$ cat src/rtl/regfile_pkg.sv
// Shared register-bank definitions: window offsets, register kinds, address decode.
package regfile_pkg;

    localparam int OFS_RO         = 'h40;
    localparam int OFS_EVT_STATUS = 'h60;
    localparam int OFS_EVT_MASK   = 'h61;
    localparam int OFS_CMD        = 'h80;
    localparam int WINDOW         = 'h100;

    typedef enum logic [2:0] {
        RW,
        RO,
        EVT_ST,
        EVT_MSK,
        CMD,
        UNMAPPED
    } reg_kind_e;

    // Classifies an in-window offset; RW and RO ranges depend on the instance sizes.
    function automatic reg_kind_e decode_ofs(input logic [7:0] ofs, input int n_rw, input int n_ro);
        int o;
        o = int'(ofs);
        if (o < n_rw && o < OFS_RO)
            return RW;
        else if (o >= OFS_RO && o < OFS_RO + n_ro && o < OFS_EVT_STATUS)
            return RO;
        else if (o == OFS_EVT_STATUS)
            return EVT_ST;
        else if (o == OFS_EVT_MASK)
            return EVT_MSK;
        else if (o == OFS_CMD)
            return CMD;
        else
            return UNMAPPED;
    endfunction

endpackage

$ cat src/rtl/regfile_evt_unit.sv
// Sticky event status with mask and write-1-to-clear; a set in the clearing cycle wins.
// irq is registered one cycle behind status/mask.
module regfile_evt_unit #(
    parameter int N_EVT = 2
) (
    input  logic             clk,
    input  logic             rst_n,
    input  logic [N_EVT-1:0] evt_in,
    input  logic             clr_wr,
    input  logic             mask_wr,
    input  logic [N_EVT-1:0] wr_bits,
    output logic [N_EVT-1:0] status,
    output logic [N_EVT-1:0] mask,
    output logic             irq
);

    logic [N_EVT-1:0] clr_bits;

    assign clr_bits = clr_wr ? wr_bits : '0;

    always_ff @(posedge clk or negedge rst_n) begin
        if (!rst_n) begin
            status <= '0;
            mask   <= '0;
            irq    <= 1'b0;
        end else begin
            status <= (status & ~clr_bits) | evt_in;
            if (mask_wr)
                mask <= wr_bits;
            irq <= |(status & mask);
        end
    end

endmodule

$ cat src/rtl/regfile_param_bank.sv
// Parametrised register window: RW registers with byte enables, RO status, events, command pulses.
// Reads return one cycle after rd_en with rd_valid; no backpressure, one access per cycle.
module regfile_param_bank #(
    parameter int                         ADDR_W    = 14,
    parameter int                         DATA_W    = 16,
    parameter logic [ADDR_W-1:0]          BASE_ADDR = '0,
    parameter int                         N_RW      = 12,
    parameter logic [N_RW*DATA_W-1:0]     RW_RESET  = '0,
    parameter int                         N_RO      = 2,
    parameter int                         N_EVT     = 2,
    parameter int                         N_CMD     = 10
) (
    input  logic                                      clk,
    input  logic                                      rst_n,
    input  logic                                      wr_en,
    input  logic [DATA_W/8-1:0]                       wr_strb,
    input  logic                                      rd_en,
    input  logic [ADDR_W-1:0]                         addr,
    input  logic [DATA_W-1:0]                         write_data,
    output logic [DATA_W-1:0]                         rd_data,
    output logic                                      rd_valid,
    output logic                                      rd_hit,
    output logic                                      err_pulse,
    output logic [N_RW*DATA_W-1:0]                    rw_q,
    input  logic [((N_RO > 0) ? N_RO : 1)*DATA_W-1:0] ro_d,
    input  logic [((N_EVT > 0) ? N_EVT : 1)-1:0]      evt_in,
    output logic                                      irq,
    output logic [((N_CMD > 0) ? N_CMD : 1)-1:0]      cmd_pulse
);
    import regfile_pkg::*;

    localparam int NB = DATA_W / 8;
    localparam int EW = (N_EVT > 0) ? N_EVT : 1;
    localparam int CW = (N_CMD > 0) ? N_CMD : 1;

    logic [ADDR_W-1:0] ofs_full;
    logic [7:0]        ofs;
    logic              in_win;
    reg_kind_e         kind;
    logic              wr_act;
    logic              rd_act;
    logic              wr_err;
    logic              rd_err;
    logic [DATA_W-1:0] rd_mux;
    logic              rd_mux_hit;
    logic [EW-1:0]     evt_status;
    logic [EW-1:0]     evt_mask;
    logic [DATA_W-1:0] rw_reg [N_RW];

    // Offset wraps modulo 2^ADDR_W, so addresses below BASE_ADDR land out of window.
    assign ofs_full = addr - BASE_ADDR;
    assign in_win   = 32'(ofs_full) < 32'(WINDOW);
    assign ofs      = ofs_full[7:0];
    assign kind     = decode_ofs(ofs, N_RW, N_RO);

    assign wr_act = wr_en && in_win;
    assign rd_act = rd_en && in_win;
    assign wr_err = wr_act && (kind == UNMAPPED || kind == RO);
    assign rd_err = rd_act && (kind == UNMAPPED);

    for (genvar i = 0; i < N_RW; i++) begin : g_rw
        always_ff @(posedge clk or negedge rst_n) begin
            if (!rst_n) begin
                rw_reg[i] <= RW_RESET[i*DATA_W +: DATA_W];
            end else if (wr_act && kind == RW && ofs == 8'(i)) begin
                for (int b = 0; b < NB; b++) begin
                    if (wr_strb[b])
                        rw_reg[i][b*8 +: 8] <= write_data[b*8 +: 8];
                end
            end
        end
        assign rw_q[i*DATA_W +: DATA_W] = rw_reg[i];
    end

    regfile_evt_unit #(
        .N_EVT (EW)
    ) u_evt (
        .clk     (clk),
        .rst_n   (rst_n),
        .evt_in  (evt_in),
        .clr_wr  (wr_act && kind == EVT_ST),
        .mask_wr (wr_act && kind == EVT_MSK),
        .wr_bits (write_data[EW-1:0]),
        .status  (evt_status),
        .mask    (evt_mask),
        .irq     (irq)
    );

    // Read mux sees pre-write state, so a same-cycle read/write returns the old value.
    always_comb begin
        rd_mux     = '0;
        rd_mux_hit = 1'b0;
        case (kind)
            RW: begin
                rd_mux_hit = 1'b1;
                for (int i = 0; i < N_RW; i++) begin
                    if (ofs == 8'(i))
                        rd_mux = rw_reg[i];
                end
            end
            RO: begin
                rd_mux_hit = 1'b1;
                for (int i = 0; i < N_RO; i++) begin
                    if (ofs == 8'(OFS_RO + i))
                        rd_mux = ro_d[i*DATA_W +: DATA_W];
                end
            end
            EVT_ST: begin
                rd_mux_hit = 1'b1;
                rd_mux     = DATA_W'(evt_status);
            end
            EVT_MSK: begin
                rd_mux_hit = 1'b1;
                rd_mux     = DATA_W'(evt_mask);
            end
            CMD: begin
                rd_mux_hit = 1'b1;
            end
            default: begin
                rd_mux_hit = 1'b0;
            end
        endcase
    end

    always_ff @(posedge clk or negedge rst_n) begin
        if (!rst_n) begin
            rd_valid  <= 1'b0;
            rd_data   <= '0;
            rd_hit    <= 1'b0;
            err_pulse <= 1'b0;
            cmd_pulse <= '0;
        end else begin
            rd_valid  <= rd_act;
            rd_data   <= rd_act ? rd_mux : '0;
            rd_hit    <= rd_act && rd_mux_hit;
            err_pulse <= wr_err || rd_err;
            cmd_pulse <= (wr_act && kind == CMD && N_CMD > 0) ? write_data[CW-1:0] : '0;
        end
    end

endmodule

$ cat config.mk
export PLATFORM = sky130hd
export DESIGN_NAME = regfile_param_bank
export DESIGN_NICKNAME = d
export VERILOG_FILES = /design/src/rtl/regfile_pkg.sv /design/src/rtl/regfile_evt_unit.sv /design/src/rtl/regfile_param_bank.sv
export SDC_FILE = /design/constraint.sdc
export NUM_CORES = 1
export LEC_CHECK = 0
export ABC_CLOCK_PERIOD_IN_PS = 4110
export BUFFER_PORTS_ARGS = -buffer_cell sky130_fd_sc_hd__buf_2
export CAP_MARGIN = 10
export CORE_UTILIZATION = 45
export CTS_CLUSTER_SIZE = 24
export DETAILED_ROUTE_END_ITERATION = 8
export PLACE_DENSITY = 0.7
export SLEW_MARGIN = 20
export SYNTH_ARGS = -nofsm -noshare
export SYNTH_HDL_FRONTEND = slang
export SYNTH_SLANG_ARGS = --single-unit
$ cat constraint.sdc
create_clock -name clk -period 4.11 [get_ports clk]
set_clock_uncertainty 0.2 [all_clocks]
set_input_delay 0.6165 -clock clk [delete_from_list [all_inputs] [get_ports clk]]
set_output_delay 0.6165 -clock clk [all_outputs]
set_load 0.02 [all_outputs]
# Word-level counts from Yosys, hierarchy flattened

Cells that the tools add are included.

Add/subtract/negate cells: 0
Multiply operators: 0
Divide/modulo/power cells: 0
$lt $le $gt $ge: 6
Equal/unequal tests: 21
Shifts and indexed selects: 0
Muxes and demuxes: 24
Bitwise operators: 4
Reduce and logical (&&, ||, !) cells: 54

Operators by type and width:

| kind                                                                                | count |
|---|---|
| 16-bit 2-to-1 mux                                                                   | 15 |
| 16-bit one-hot mux with 4 select lines                                              | 1 |
| 2-bit AND reduction                                                                 | 24 |
| 8-bit by 3-bit == test with 1-bit output, second input constant                     | 4 |
| 8-bit by 4-bit == test with 1-bit output, second input constant                     | 4 |
| 8-bit == test, second input constant                                                | 3 |
| 1-bit logical AND                                                                   | 24 |
| 8-bit by 7-bit < comparator with 1-bit output, second input constant                | 3 |
| 8-bit by 2-bit == test with 1-bit output, second input constant                     | 2 |
| 8-bit by 7-bit == test with 1-bit output, second input constant                     | 2 |
| 14-bit by 9-bit < comparator with 1-bit output, second input constant               | 1 |
| 3-bit 2-to-1 mux                                                                    | 4 |
| 10-bit 2-to-1 mux                                                                   | 1 |
| 8-bit by 1-bit == test with 1-bit output, second input constant                     | 1 |
| 8-bit by 7-bit greater-or-equal comparator with 1-bit output, second input constant | 1 |
| 8-bit logical NOT                                                                   | 1 |
| 8-bit by 4-bit < comparator with 1-bit output, second input constant                | 1 |
| 3-bit by 2-bit == test with 1-bit output, second input constant                     | 2 |
| 3-bit == test, second input constant                                                | 2 |
| 5-bit OR reduction                                                                  | 1 |
| 2-bit AND                                                                           | 2 |
| 3-bit by 1-bit == test with 1-bit output, second input constant                     | 1 |
| 3-bit logical NOT                                                                   | 1 |
| 1-bit logical OR                                                                    | 2 |
| 5 further kinds                                                                     | 6 |

Bits in registers: 226
Latch bits: 0
Bits in writable memories: 0
Bits in read-only memories: 0
Input bits: 70
Output and inout bits: 222
Word-level logic and storage cells: 141
Memories: 0

# Longest topological paths before layout

Depth after elaboration: 15
Depth in mapped cells: 9
Gate-level depth less buffers: 6

# Hierarchy

Synthesis repeated with hierarchy kept, for this count alone.

Cell total of the unflattened synthesis: 829
Area total of the unflattened synthesis: 11,014.3 um^2

Modules (own cells, without submodules):

| module             | times used | cells each | area each (um^2) | sequential area each (um^2) |
|---|---|---|---|---|
| regfile_param_bank | 1          | 817        | 10,827.9         | 5,530.3 |
| regfile_evt_unit   | 1          | 12         | 186.4            | 125.1 |

# Worst setup path after synthesis

Ideal clock, no wire load.

Kind: input to register
Start point: input port addr[6]
End point: register rw_reg (netlist bit rw_q[160])
Setup time: 0.125 ns
Data arrival time: 2.525 ns
Required time: 3.785 ns
Slack: 1.260 ns
Cell stages on the path: 8
Path buffers: 3
Cell sequence: or4_1 buf_4 a21oi_4 buf_6 nand4_4 or3_1 buf_6 mux2_4

Longest elaborated chain between the ends: 10
Elaborated cells on any way between the ends: 23
Classes of those cells: order compare (6); eq/ne (4); mux (5); reduce/logical (8)

RTL lines:

| item                                                                                                                 | line                     | source |
|---|---|---|
| start, declared                                                                                                      | regfile_param_bank.sv:18 | `input logic [ADDR_W-1:0] addr,` |
| parallel branches: the longest is 8 deep, another holds 8-bit by 7-bit greater-or-equal comparator with 1-bit output | --                       |  |
| 1-bit logical AND (*)                                                                                                | regfile_param_bank.sv:65 | `end else if (wr_act && kind == RW && ofs == 8'(i)) begin` |
| 2-bit AND reduction (no line) (*)                                                                                    | --                       |  |
| end signal, assigned by index                                                                                        | regfile_param_bank.sv:64 | `rw_reg[i] <= RW_RESET[i*DATA_W +: DATA_W];` |
| end signal, assigned by index                                                                                        | regfile_param_bank.sv:68 | `rw_reg[i][b*8 +: 8] <= write_data[b*8 +: 8];` |
| end, declared                                                                                                        | regfile_param_bank.sv:48 | `logic [DATA_W-1:0] rw_reg [N_RW];` |

Mark *: on every way between the ends.
A chain may end at the register's enable or synchronous reset.

# Worst setup path in the final report

Start point: input port addr[1]
End point: register rd_data[9]

Longest elaborated chain between the ends: 15
Elaborated cells on any way between the ends: 52
Classes of those cells: order compare (6); eq/ne (19); mux (21); reduce/logical (6)

RTL lines:

| item                                   | line                      | source |
|---|---|---|
| 8-bit logical NOT                      | regfile_param_bank.sv:97  | `if (ofs == 8'(i))` |
| 16-bit 2-to-1 mux (12 in series)       | regfile_param_bank.sv:97  |  |
| 16-bit one-hot mux with 4 select lines | regfile_param_bank.sv:93  | `case (kind)` |
| 16-bit 2-to-1 mux (*)                  | regfile_param_bank.sv:134 | `rd_data <= rd_act ? rd_mux : '0;` |
| end signal, assigned                   | regfile_param_bank.sv:134 |  |
| end, declared                          | regfile_param_bank.sv:20  | `output logic [DATA_W-1:0] rd_data,` |

Mark *: on every way between the ends. The rest lies on a longest branch, timed or not.

==> flow_results.xml <==
<?xml version="1.0" encoding="UTF-8"?>
<metrics>
  <group name="place">
    <metric name="gp_congestion" unit="">0.904</metric>
    <metric name="portbufs" unit="">291</metric>
    <metric name="place.detailed.hpwl" unit="µm">27100</metric>
    <metric name="placed_cells_incl_taps" unit="">1463</metric>
    <metric name="dp_slack" unit="ns">0.686</metric>
  </group>
  <group name="grt">
    <metric name="number_of_antenna_violations_at_the_first_check_in_global_routing" unit="">0</metric>
    <metric name="grt_remaining_overflow" unit="">0</metric>
    <metric name="grt_first_pass_wirelength" unit="µm">55300</metric>
    <metric name="number_of_global_route_vias_before_repair" unit="">8796</metric>
    <metric name="grt_max_degree" unit="">97</metric>
    <metric name="grt_util_all_layers" unit="">0.304</metric>
  </group>
  <group name="route">
    <metric name="drtIter0Drc" unit="">614</metric>
    <metric name="routed_antenna_nets" unit="">0</metric>
    <metric name="routed_wirelength" unit="µm">37300</metric>
    <metric name="total_drc_errors_in_the_routed_layout" unit="">0</metric>
    <metric name="routedWlPerCell" unit="µm">24.7</metric>
    <metric name="detailroute.via_count" unit="">8983</metric>
    <metric name="route.detailed.vias_per_inst" unit="">5.96</metric>
    <metric name="drt-pass1-iter-count" unit="">5</metric>
  </group>
  <group name="logic_synthesis">
    <metric name="post_synth_instance_area" unit="mm²">0.0107</metric>
    <metric name="synth_enable_flop_cells" unit="">0</metric>
    <metric name="yosysWarningCount" unit="">0</metric>
    <metric name="yosys.cell_types.count" unit="">65</metric>
    <metric name="syn_nets" unit="">954</metric>
    <metric name="synth_seq_cells" unit="">226</metric>
    <metric name="synth.yosys.seq_area_share" unit="">0.529</metric>
    <metric name="syn-mean-instance-area" unit="µm²">12.1</metric>
    <metric name="postSynthCellCount" unit="">884</metric>
    <metric name="synth_ff_type" unit="">dfrtp_1</metric>
    <metric name="async_reset_ff_frac" unit="">1.00</metric>
  </group>
  <group name="clocking">
    <metric name="clock-sinks" unit="">226</metric>
    <metric name="cts_buffers" unit="">24</metric>
    <metric name="clkLatencyLatePin" unit="ns">0.53</metric>
    <metric name="cts.repair.resized" unit="">0</metric>
    <metric name="post-cts-setup-buffer-count" unit="">0</metric>
    <metric name="path_clk_slew" unit="ns">0.06</metric>
    <metric name="cts-htree-levels" unit="">1</metric>
    <metric name="clock_tree_from_tritoncts" unit="">yes</metric>
    <metric name="clockBufferDepth" unit="">3</metric>
    <metric name="cts_hold_buf" unit="">1</metric>
    <metric name="ctsRootBufferMaster" unit="">clkbuf_16</metric>
  </group>
  <group name="power_and_ir_drop">
    <metric name="worst_ir_drop_vdd" unit="µV">209</metric>
    <metric name="power_total" unit="µW">4800</metric>
    <metric name="power.static_leakage" unit="µW">0.00707</metric>
    <metric name="p_per_area" unit="mW/mm²">358</metric>
  </group>
  <group name="floorplanning">
    <metric name="io-pin-count" unit="">292</metric>
    <metric name="initial_utilization" unit="">0.457</metric>
    <metric name="core_region_area" unit="mm²">0.0234</metric>
    <metric name="chipWidth" unit="µm">156</metric>
    <metric name="fp.dieH" unit="µm">156</metric>
    <metric name="rows" unit="">56</metric>
    <metric name="dieArea" unit="mm²">0.0244</metric>
  </group>
  <group name="timing">
    <metric name="finalHoldViolCount" unit="">0</metric>
    <metric name="worstMarginPinSlew" unit="ns">0.862</metric>
    <metric name="final_setup_violation_count" unit="">0</metric>
    <metric name="timing.setup.tns" unit="ns">0</metric>
    <metric name="max_freq" unit="MHz">344</metric>
    <metric name="rsz0062_at_grt" unit="">no</metric>
    <metric name="slew_viol_final" unit="">0</metric>
    <metric name="fin_ws" unit="ns">1.20</metric>
    <metric name="timing.slew.headroom" unit="">0.418</metric>
    <metric name="post-route-min-period" unit="ns">2.91</metric>
    <metric name="period_share" unit="">0.707</metric>
  </group>
  <group name="final_layout">
    <metric name="fillers" unit="">2079</metric>
    <metric name="finalNetCount" unit="">1241</metric>
    <metric name="post_layout_nonfiller_instances" unit="">1508</metric>
    <metric name="area_growth_syn_to_layout" unit="%">25.3</metric>
    <metric name="drive_gt1_frac" unit="">0.497</metric>
    <metric name="combined_area_of_the_multi_input_logic_cells" unit="mm²">0.00477</metric>
    <metric name="antenna-diode-count" unit="">0</metric>
    <metric name="ff_latch_area" unit="mm²">0.00566</metric>
  </group>
  <group name="worst_setup_path">
    <metric name="critPathMaxFanout" unit="">39</metric>
    <metric name="critical_path.startpoint_type" unit="">input port</metric>
    <metric name="cp_slowest_stage_delay" unit="ns">0.61</metric>
    <metric name="cp_top_family" unit="">compound AO/OA/AOI/OAI gates</metric>
    <metric name="arrival" unit="ns">3.10</metric>
    <metric name="critical_path.cell_chain" unit="">buf_2 -&gt; nand2_1 -&gt; nor3_1 -&gt; buf_4 -&gt; a221oi_1 -&gt; a221oi_1 -&gt; a2111oi_0 -&gt; o22ai_1</metric>
    <metric name="crit_path_most_repeated_cell" unit="">a221oi_1</metric>
    <metric name="critical_path.endpoint_type" unit="">flip-flop</metric>
    <metric name="worst-setup-path-type" unit="">in -&gt; reg</metric>
    <metric name="crit_slowest_cell" unit="">buf_2</metric>
    <metric name="timing.critical_path.buf_inv" unit="">2</metric>
    <metric name="timing.critical_path.required" unit="ns">4.31</metric>
  </group>
  <group name="job">
    <metric name="cap_violations" unit="">0</metric>
  </group>
  <group name="worst_hold_path">
    <metric name="hold_path_class" unit="">in -&gt; reg</metric>
  </group>
  <group name="run_status">
    <metric name="outcome" unit="">finished, final reports clean</metric>
  </group>
</metrics>
-- layout make-up --
cell class | instances | share of cell area
sequential | 226 | 0.422
timing repair buffer | 325 | 0.129
multi-input combinational | 591 | 0.356
inverter | 3 | 0.000840
tap | 319 | 0.0298
clock inverter | 12 | 0.0107
clock buffer | 32 | 0.0524
-- worst reg2reg max path: stages (launching register included) --
cell,delay [ns]
dfrtp_1,0.41
mux4_2,0.50
a221oi_1,0.37
a211oi_1,0.12
a221oi_1,0.31
o22ai_1,0.16
-- synthesized netlist by cell type (9+ instances only) --
cell type  number  area, µm²
a21oi_1        32        160
buf_2          11       55.1
and2_1         18        113
nor2_1         25       93.8
o21ai_0        42        210
nand2_1        58        218
nand3_1        11       55.1
and3_1          9       56.3
clkbuf_1       46        173
dfrtp_1       226       5660
nor3_1         10       50.1
a221oi_1       13        114
mux2i_1        13        130
o22ai_1        25        156
a22oi_1        15        113
mux2_2        196       2210
-- cells by family after synthesis --
| kind of cell | Yosys count | synth area share |
|---|---|---|
| compound gates | 198 | 0.126 |
| buf+inv | 67 | 0.0265 |
| flops | 226 | 0.529 |
| mux | 219 | 0.234 |
| simple gates | 174 | 0.0847 |
-- through the flow --
| step | utilization | hold slack [ns] | area [µm²] |
|---|---|---|---|
| finish | 0.573 | 0.0693 | 13400 |
| global route | 0.573 | 0.0822 | 13400 |
| CTS | 0.573 | 0.0666 | 13400 |
| detailed placement | 0.536 | 0.299 | 12600 |
| global placement | 0.536 | 0.290 | 12600 |
| floorplan | - | 0.121 | 10700 |
-- path summary, 6_finish.rpt --
kind                                   endpoint  depth (start not counted)             from  slack, ns
worst max-delay path                 rd_data[9]                          8          addr[1]       1.20
max in group asynchronous              rw_q[85]                          3            rst_n       2.19
worst min register to register  u_evt.status[0]                          1  u_evt.status[0]       0.31
worst min-delay path            u_evt.status[1]                          2        evt_in[1]       0.07
worst max register to register       rd_data[1]                          5         rw_q[49]       1.91
min in group asynchronous              rw_q[21]                          2            rst_n       0.50
-- routing by layer --
layer	up-vias	GRT usage	wire length [µm]
met5	-	0	0
met4	0	0.0929	1240
met3	77	0.0581	3100
met2	480	0.476	17100
met1	4567	0.428	15900
li1	3859	-	-
-- where the power goes --
part | switching [µW] | internal (µW) | leakage, µW | total [µW]
combinational | 198 | 73.8 | 0.00352 | 272
sequential | 0.337 | 2220 | 0.00314 | 2230
clock | 918 | 1390 | 0.000417 | 2310
total | 1120 | 3690 | 0.00707 | 4800
-- cells in the final DEF (no fill, tap or decap), types with 9 or more instances in the layout --
| cell | instances |
|---|---|
| buf_4 | 33 |
| a21oi_1 | 32 |
| dfrtp_1 | 226 |
| mux2i_1 | 13 |
| clkbuf_16 | 25 |
| and3_1 | 9 |
| nand2_1 | 58 |
| a22oi_1 | 15 |
| buf_2 | 290 |
| nor3_1 | 9 |
| o22ai_1 | 25 |
| nand3_1 | 11 |
| mux2_2 | 196 |
| o21ai_0 | 42 |
| a221oi_1 | 13 |
| nor2_1 | 25 |
| and2_1 | 18 |
-- state kept, by name, indices dropped and copies added, names as in the netlist --
signal	cells
cmd_pulse	10
err_pulse	1
rd_data	16
rd_hit	1
rd_valid	1
rw_q	192
u_evt.irq	1
u_evt.mask	2
u_evt.status	2
Note: power is estimated with default switching activity, not from simulation.
